--- src/rtl/alu_arbiter.sv ---
// Two-requester front end for a shared, purely combinational ALU.
// A requester is granted in IDLE. Its operation is held in local registers
// for one EXEC cycle. The ALU outputs are then captured and presented as a
// response until the consumer accepts it.

package alu_arbiter_pkg;

   // Operation codes understood by the shared ALU.
   // ALU_SLL must stay at zero because it is the reset value of alu_op.
   typedef enum logic [2:0] {
      ALU_SLL = 3'd0,
      ALU_SRL = 3'd1,
      ALU_SRA = 3'd2,
      ALU_ADD = 3'd3,
      ALU_SUB = 3'd4,
      ALU_AND = 3'd5,
      ALU_OR  = 3'd6,
      ALU_XOR = 3'd7
   } aluop_t;

endpackage

module alu_arbiter
   import alu_arbiter_pkg::*;
#(
   parameter int DW = 32,
   parameter int CW = 16
) (
   input  logic          CLK,
   input  logic          RST,

   input  logic [1:0]    req_valid,
   output logic [1:0]    req_ready,
   input  aluop_t        req_op0,
   input  aluop_t        req_op1,
   input  logic [DW-1:0] req_a0,
   input  logic [DW-1:0] req_a1,
   input  logic [DW-1:0] req_b0,
   input  logic [DW-1:0] req_b1,

   output logic          resp_valid,
   input  logic          resp_ready,
   output logic          resp_id,
   output logic [DW-1:0] resp_result,
   output logic          resp_neg,
   output logic          resp_ovf,
   output logic          resp_zero,

   output aluop_t        alu_op,
   output logic [DW-1:0] alu_a,
   output logic [DW-1:0] alu_b,
   input  logic [DW-1:0] alu_result,
   input  logic          alu_neg,
   input  logic          alu_ovf,
   input  logic          alu_zero,

   output logic          busy,
   output logic [CW-1:0] op_count
);

   typedef enum logic [1:0] {
      IDLE = 2'd0,
      EXEC = 2'd1,
      RESP = 2'd2
   } state_t;

   state_t        state;
   state_t        state_next;

   // Index of the requester served most recently.
   // It resets to 1 so that requester 0 wins the first tie.
   logic          rr_last;

   logic          grant_idx;
   logic [1:0]    req_ready_c;
   logic          accept;
   logic          resp_fire;

   aluop_t        hold_op;
   logic [DW-1:0] hold_a;
   logic [DW-1:0] hold_b;
   logic          hold_id;

   logic          resp_id_q;
   logic [DW-1:0] resp_result_q;
   logic          resp_neg_q;
   logic          resp_ovf_q;
   logic          resp_zero_q;
   logic [CW-1:0] op_count_q;

   // Pick the requester to grant.
   // A lone requester always wins. On a tie, the one not served last wins.
   always_comb begin
      grant_idx = 1'b0;
      case (req_valid)
         2'b01:   grant_idx = 1'b0;
         2'b10:   grant_idx = 1'b1;
         2'b11:   grant_idx = ~rr_last;
         default: grant_idx = 1'b0;
      endcase
   end

   // Next-state logic plus the handshake strobes derived from the current state.
   always_comb begin
      state_next  = state;
      req_ready_c = 2'b00;
      accept      = 1'b0;
      resp_fire   = 1'b0;
      case (state)
         IDLE: begin
            if (req_valid != 2'b00) begin
               req_ready_c = grant_idx ? 2'b10 : 2'b01;
               accept      = 1'b1;
               state_next  = EXEC;
            end
         end
         EXEC: begin
            state_next = RESP;
         end
         RESP: begin
            if (resp_ready) begin
               resp_fire  = 1'b1;
               state_next = IDLE;
            end
         end
         default: begin
            state_next = IDLE;
         end
      endcase
   end

   // State register.
   // Reset drops any operation in flight without producing a response.
   always_ff @(posedge CLK or posedge RST) begin
      if (RST) begin
         state <= IDLE;
      end else begin
         state <= state_next;
      end
   end

   // Latch the granted requester's operation.
   // After this point, changes on the request inputs cannot disturb the ALU.
   always_ff @(posedge CLK or posedge RST) begin
      if (RST) begin
         hold_op <= ALU_SLL;
         hold_a  <= '0;
         hold_b  <= '0;
         hold_id <= 1'b0;
      end else if (accept) begin
         hold_op <= grant_idx ? req_op1 : req_op0;
         hold_a  <= grant_idx ? req_a1  : req_a0;
         hold_b  <= grant_idx ? req_b1  : req_b0;
         hold_id <= grant_idx;
      end
   end

   // Capture the ALU outputs at the end of the execute cycle.
   // The response then stays frozen while the consumer stalls.
   always_ff @(posedge CLK or posedge RST) begin
      if (RST) begin
         resp_id_q     <= 1'b0;
         resp_result_q <= '0;
         resp_neg_q    <= 1'b0;
         resp_ovf_q    <= 1'b0;
         resp_zero_q   <= 1'b0;
      end else if (state == EXEC) begin
         resp_id_q     <= hold_id;
         resp_result_q <= alu_result;
         resp_neg_q    <= alu_neg;
         resp_ovf_q    <= alu_ovf;
         resp_zero_q   <= alu_zero;
      end
   end

   // On each completed response handshake, remember who was served
   // and bump the completed-operation counter (it wraps naturally).
   always_ff @(posedge CLK or posedge RST) begin
      if (RST) begin
         rr_last    <= 1'b1;
         op_count_q <= '0;
      end else if (resp_fire) begin
         rr_last    <= resp_id_q;
         op_count_q <= op_count_q + CW'(1);
      end
   end

   // req_ready is combinational from req_valid, so it is forced low
   // explicitly while reset is held.
   assign req_ready   = RST ? 2'b00 : req_ready_c;

   assign resp_valid  = (state == RESP);
   assign busy        = (state != IDLE);

   assign resp_id     = resp_id_q;
   assign resp_result = resp_result_q;
   assign resp_neg    = resp_neg_q;
   assign resp_ovf    = resp_ovf_q;
   assign resp_zero   = resp_zero_q;
   assign op_count    = op_count_q;

   assign alu_op      = hold_op;
   assign alu_a       = hold_a;
   assign alu_b       = hold_b;

endmodule
--- config.mk ---
export PLATFORM = sky130hd
export DESIGN_NAME = alu_arbiter
export DESIGN_NICKNAME = d
export VERILOG_FILES = /design/src/rtl/alu_arbiter.sv
export SDC_FILE = /design/constraint.sdc
export NUM_CORES = 1
export LEC_CHECK = 0
export BUFFER_PORTS_ARGS = -buffer_cell sky130_fd_sc_hd__buf_2
export CORE_MARGIN = 5
export CORE_UTILIZATION = 45
export CTS_CLUSTER_DIAMETER = 60
export DETAILED_ROUTE_END_ITERATION = 7
export PLACE_DENSITY_LB_ADDON = 0.1
export SLEW_MARGIN = 30
export SYNTH_ARGS = -nofsm -noshare
export SYNTH_HDL_FRONTEND = slang
export SYNTH_SLANG_ARGS = --single-unit
--- constraint.sdc ---
create_clock -name CLK -period 4.4 [get_ports CLK]
set_input_delay 0.44 -clock CLK [delete_from_list [all_inputs] [get_ports CLK]]
set_output_delay 0.44 -clock CLK [all_outputs]
set_load 0.01 [all_outputs]
Word-level counts from Yosys, hierarchy flattened
Index checks and enable logic that the tools add are counted.
{ "op_classes": {"add_sub_neg": 1, "multipliers": 0, "div": 0, "order_cmp": 0, "n_eq_ne": 6, "shift": 0, "mux": 15, "n_bitwise": 1, "n_reduce_logical": 4} }
{ "ops": {"columns": ["op", "count"], "rows": [
  ["$mux W32", 2],
  ["$add A16 B1 Y16 const B", 1],
  ["$mux W2", 6],
  ["$eq A2 B2 Y1 const B", 3],
  ["$pmux W2 S3", 1],
  ["$mux W1", 4],
  ["$reduce_bool A2 Y1", 2],
  ["$mux W3", 1],
  ["$eq A2 B1 Y1 const B", 1],
  ["$logic_not A2 Y1", 1],
  ["$ne A2 B1 Y1 const B", 1],
  ["$ne A2 B2 Y1 const B", 1],
  ["$pmux W1 S2", 1],
  ["$reduce_and A2 Y1", 1],
  ["$not A1 Y1", 1]
]} }
{ "totals": {"register_bits": 123, "latch_bits": 0, "ramBits": 0, "romBits": 0, "input_bits": 174, "output_inout_bits": 123, "word_cells": 39, "memories": 0} }

Depth between registers and ports, before layout
{ "logic_depth": {"word_depth": 6, "depth_mapped": 7} }

Worst setup path after synthesis
No wires, ideal clock.
{ "synth_timing": {"kind": "input to output", "from": "in RST", "to": "out req_ready[1]", "arrival_ns": 3.504, "required_time_ns": 3.960, "setup_slack_ns": 0.456, "cell_stages": 2, "path_buffers": 0, "path_cell_list": "inv_1 and3_1"} }
{ "synth_between": {"elab_chain_len": 1} }
{ "synth_lines": {"columns": ["item", "line_no", "text"], "rows": [
  ["start: declaration", "30", "input logic RST,"],
  ["$mux W2", "190", "assign req_ready = RST ? 2'b00 : req_ready_c;"],
  ["end: declaration", "33", "output logic [1:0] req_ready,"]
]} }
Every way passes these cells.

Worst setup path in the final report
{ "layout_timing": {"from": "reg state[1]", "to": "out req_ready[0]"} }
{ "layout_between": {"elab_chain_len": 3} }
{ "layout_lines": {"columns": ["item", "line_no", "text"], "rows": [
  ["start: declaration", "67", "state_t state;"],
  ["start signal: assignment", "138", "state <= state_next;"],
  ["$logic_not A2 Y1", "109", "case (state)"],
  ["$mux W2", "109", null],
  ["$mux W2", "190", null]
]} }
Every way passes these cells.

==> out/metrics.yaml <==
run_status:
  result_of_the_run: "finished clean"
clock_network:
  ctsHoldBuffers: 0
  clk-insertion-delay-late_ns: 0.41
  postCtsResizedCells: 0
  postCtsSetupBuffers: 0
  clock_transition_at_the_register_clock_pins_on_the_worst_setup_and_hold_paths_after_cts_ns: 0.05
  cts-root-buf: "clkbuf_16"
  cts.htree.levels: 4
  number_of_cts_inserted_buffers: 17
  cts_tree: "yes"
  clock_sink_count: 123
  ctsLongestPathBuffers: 2
critical_path:
  critical_path_peak_fanout: 33
  arrival_ns: 2.35
  required_ns: 3.96
  crit_type: "reg2out"
  crit_path_start_kind: "flop"
  r2r_start: "state[1]"
  crit_start: "state[1]"
  timing.critical_path.to_type: "primary output"
final_layout:
  fin_nets: 895
  antenna-diode-count: 0
  area_growth_syn_to_layout_pct: 40.2
  drive_gt1_frac: 0.517
  fin_area_um2: 7460
synthesis:
  yosysWarningCount: 0
  ys_types: 33
  synth_top_cells_by_count: "dfrtp_1 (122), nand2_1 (55), mux2i_1 (49)"
  synth.top_cell.area_share: 0.574
  synth_seq_area_share: 0.579
  postSynthNetCount: 602
  synth.most_common_cell: "dfrtp_1"
  yosys-top-cells-area: "dfrtp_1 (57%), mux2i_1 (9.2%), mux2_2 (8.0%)"
  synth_edf_count: 0
  syn_area_um2: 5320
  prevailing_post_synth_register_cell: "dfrtp_1"
  ys_ff_latch: 123
  avgSynthCellArea_um2: 12.5
  async_reset_ff_frac: 1.00
  synth_cells: 427
  yosysTopAreaCell: "dfrtp_1"
floorplan:
  dieHeight_um: 119
  rows: 39
  chipWidth_um: 119
  core_area_um2: 11500
  floorplan.initialDensity: 0.462
  num_io_pins: 297
  die_area_um2: 14100
global_route:
  track_usage: 0.213
  wire_length_of_the_first_global_routing_pass_um: 23600
  grt_start_max_net_pins: 78
  global_route.overflow_total: 0
  initial_antenna_violation_count: 0
  grt_pass1_vias: 4573
timing:
  finalHoldWorstSlack_ns: 0.150
  report.final.setup_viol: 0
  worst-slew-pin-transition_ns: 0.930
  final_max_slew_viol_count: 0
  rsz0062_at_grt: "no"
  final.period_utilization: 0.635
  finalHoldViolCount: 0
  maxSlewHeadroom: 0.378
  final_period_minus_worst_setup_slack_ns: 2.79
  worst_clock_skew_ns: 0.00423
  timing.fmax_mhz: 358
  setup_total_negative_slack_ns: 0
route:
  post_drt_via_cell_ratio: 4.98
  routedWlPerCell_um: 17.0
  routed_wirelength_um: 14900
  vias: 4366
  ant_nets: 0
  drc: 0
  count_of_routing_violations_after_the_opening_detailed_route_iteration: 185
  drt-pass1-iter-count: 4
job:
  cap_viol_max_count: 0
hold_path:
  hp-class: "in2async"
placed_design:
  gp_routability_congestion: 0.774
  placement.io_buffers: 296
  postPlaceCellArea_um2: 6840
  dp_hpwl_um: 11300
power:
  cellPowerDensity_nw_per_um2: 715
  leakage_uw: 0.00400
  vdd_ir_drop_max_v: 0.000312
-- report_power, final --
part / internal [uW] / switching, uW / total, uW
registers: 1660 / 292 / 1950
logic: 933 / 1100 / 2030
clock network: 886 / 463 / 1350
total: 3480 / 1850 / 5330
-- registers in the layout, indices dropped and copies added (netlist names) --
signal       count
alu_a           32
alu_b           32
alu_op           3
hold_id          1
op_count        16
resp_id          1
resp_neg         1
resp_ovf         1
resp_result     32
resp_zero        1
rr_last          1
state            2
-- area by class of cell --
cell class                      count  area [um2]
Fill cell                         955        4060
Sequential cell                   123        3080
Multi-Input combinational cell    272        2050
Timing Repair Buffer              302        1550
Clock buffer                       24         492
Tap cell                          143         179
Clock inverter                      8        90.1
Inverter                            4        17.5
-- placed cells by master, fill, tap and decap left out, types with 2 or more instances in the layout --
master,netlist,routed
nand3_1,5,5
clkbuf_16,0,17
xor2_1,6,6
and3_1,20,20
nand4_1,2,2
nor2_1,3,3
clkinv_2,0,6
nand2b_1,2,2
o21ai_0,45,45
nand2_1,55,55
mux2_2,38,38
bufinv_16,0,2
buf_4,5,4
o21ai_1,5,5
mux2i_1,49,49
a221o_1,18,18
clkbuf_1,8,3
nor3_1,3,3
xnor2_1,9,9
clkbuf_8,0,4
inv_1,4,3
buf_2,7,296
dfrtp_1,122,122
-- path summary, 6_finish.rpt --
check,endpoint,slack (ns),depth (start not counted)
hold reg to reg,op_count[15],0.46,1
min in group CLK,alu_a[17],0.26,2
setup / recovery,req_ready[0],1.61,5
hold / removal,resp_id,0.15,2
max in group asynchronous,op_count[1],3.17,3
setup reg to reg,alu_a[16],1.87,5
-- cells by family (layout without fill, tap and decap cells) --
kind of cell | Yosys count | count (layout) | synth area share
compound gates | 71 | 71 | 0.0856
simple gates | 98 | 98 | 0.0965
buf+inv | 32 | 338 | 0.0391
fa+ha+maj | 1 | 1 | 0.00235
flops | 123 | 123 | 0.579
xor+xnor | 15 | 15 | 0.0247
mux | 87 | 87 | 0.173
-- metrics by stage --
step                setup slack, ns   util  power [uW]  std cells
global placement               1.92  0.594        3920        843
global route                   1.37  0.648        5700        876
finish                         1.61  0.648        5330        876
floorplan                     0.456      -        3180        427
CTS                            1.56  0.645        5360        875
detailed placement             1.85  0.594        4000        843
-- per-layer routing --
| metal | GRT usage | vias up | part of all wire |
|---|---|---|---|
| met1 | 0.249 | 2039 | 0.38 |
| met4 | 0.0883 | 0 | 0.022 |
| met2 | 0.360 | 201 | 0.51 |
| met3 | 0.0716 | 25 | 0.083 |
| met5 | 0 | - | 0 |
| li1 | - | 2101 | - |
-- critical path, cell delays in order, from the launching register on --
cell     delay (ns)
dfrtp_1        0.43
nor2_2         0.62
o21ai_4        0.31
buf_16         0.26
nor3_1         0.15
buf_2          0.17
Power figures use the tool's default switching activity.
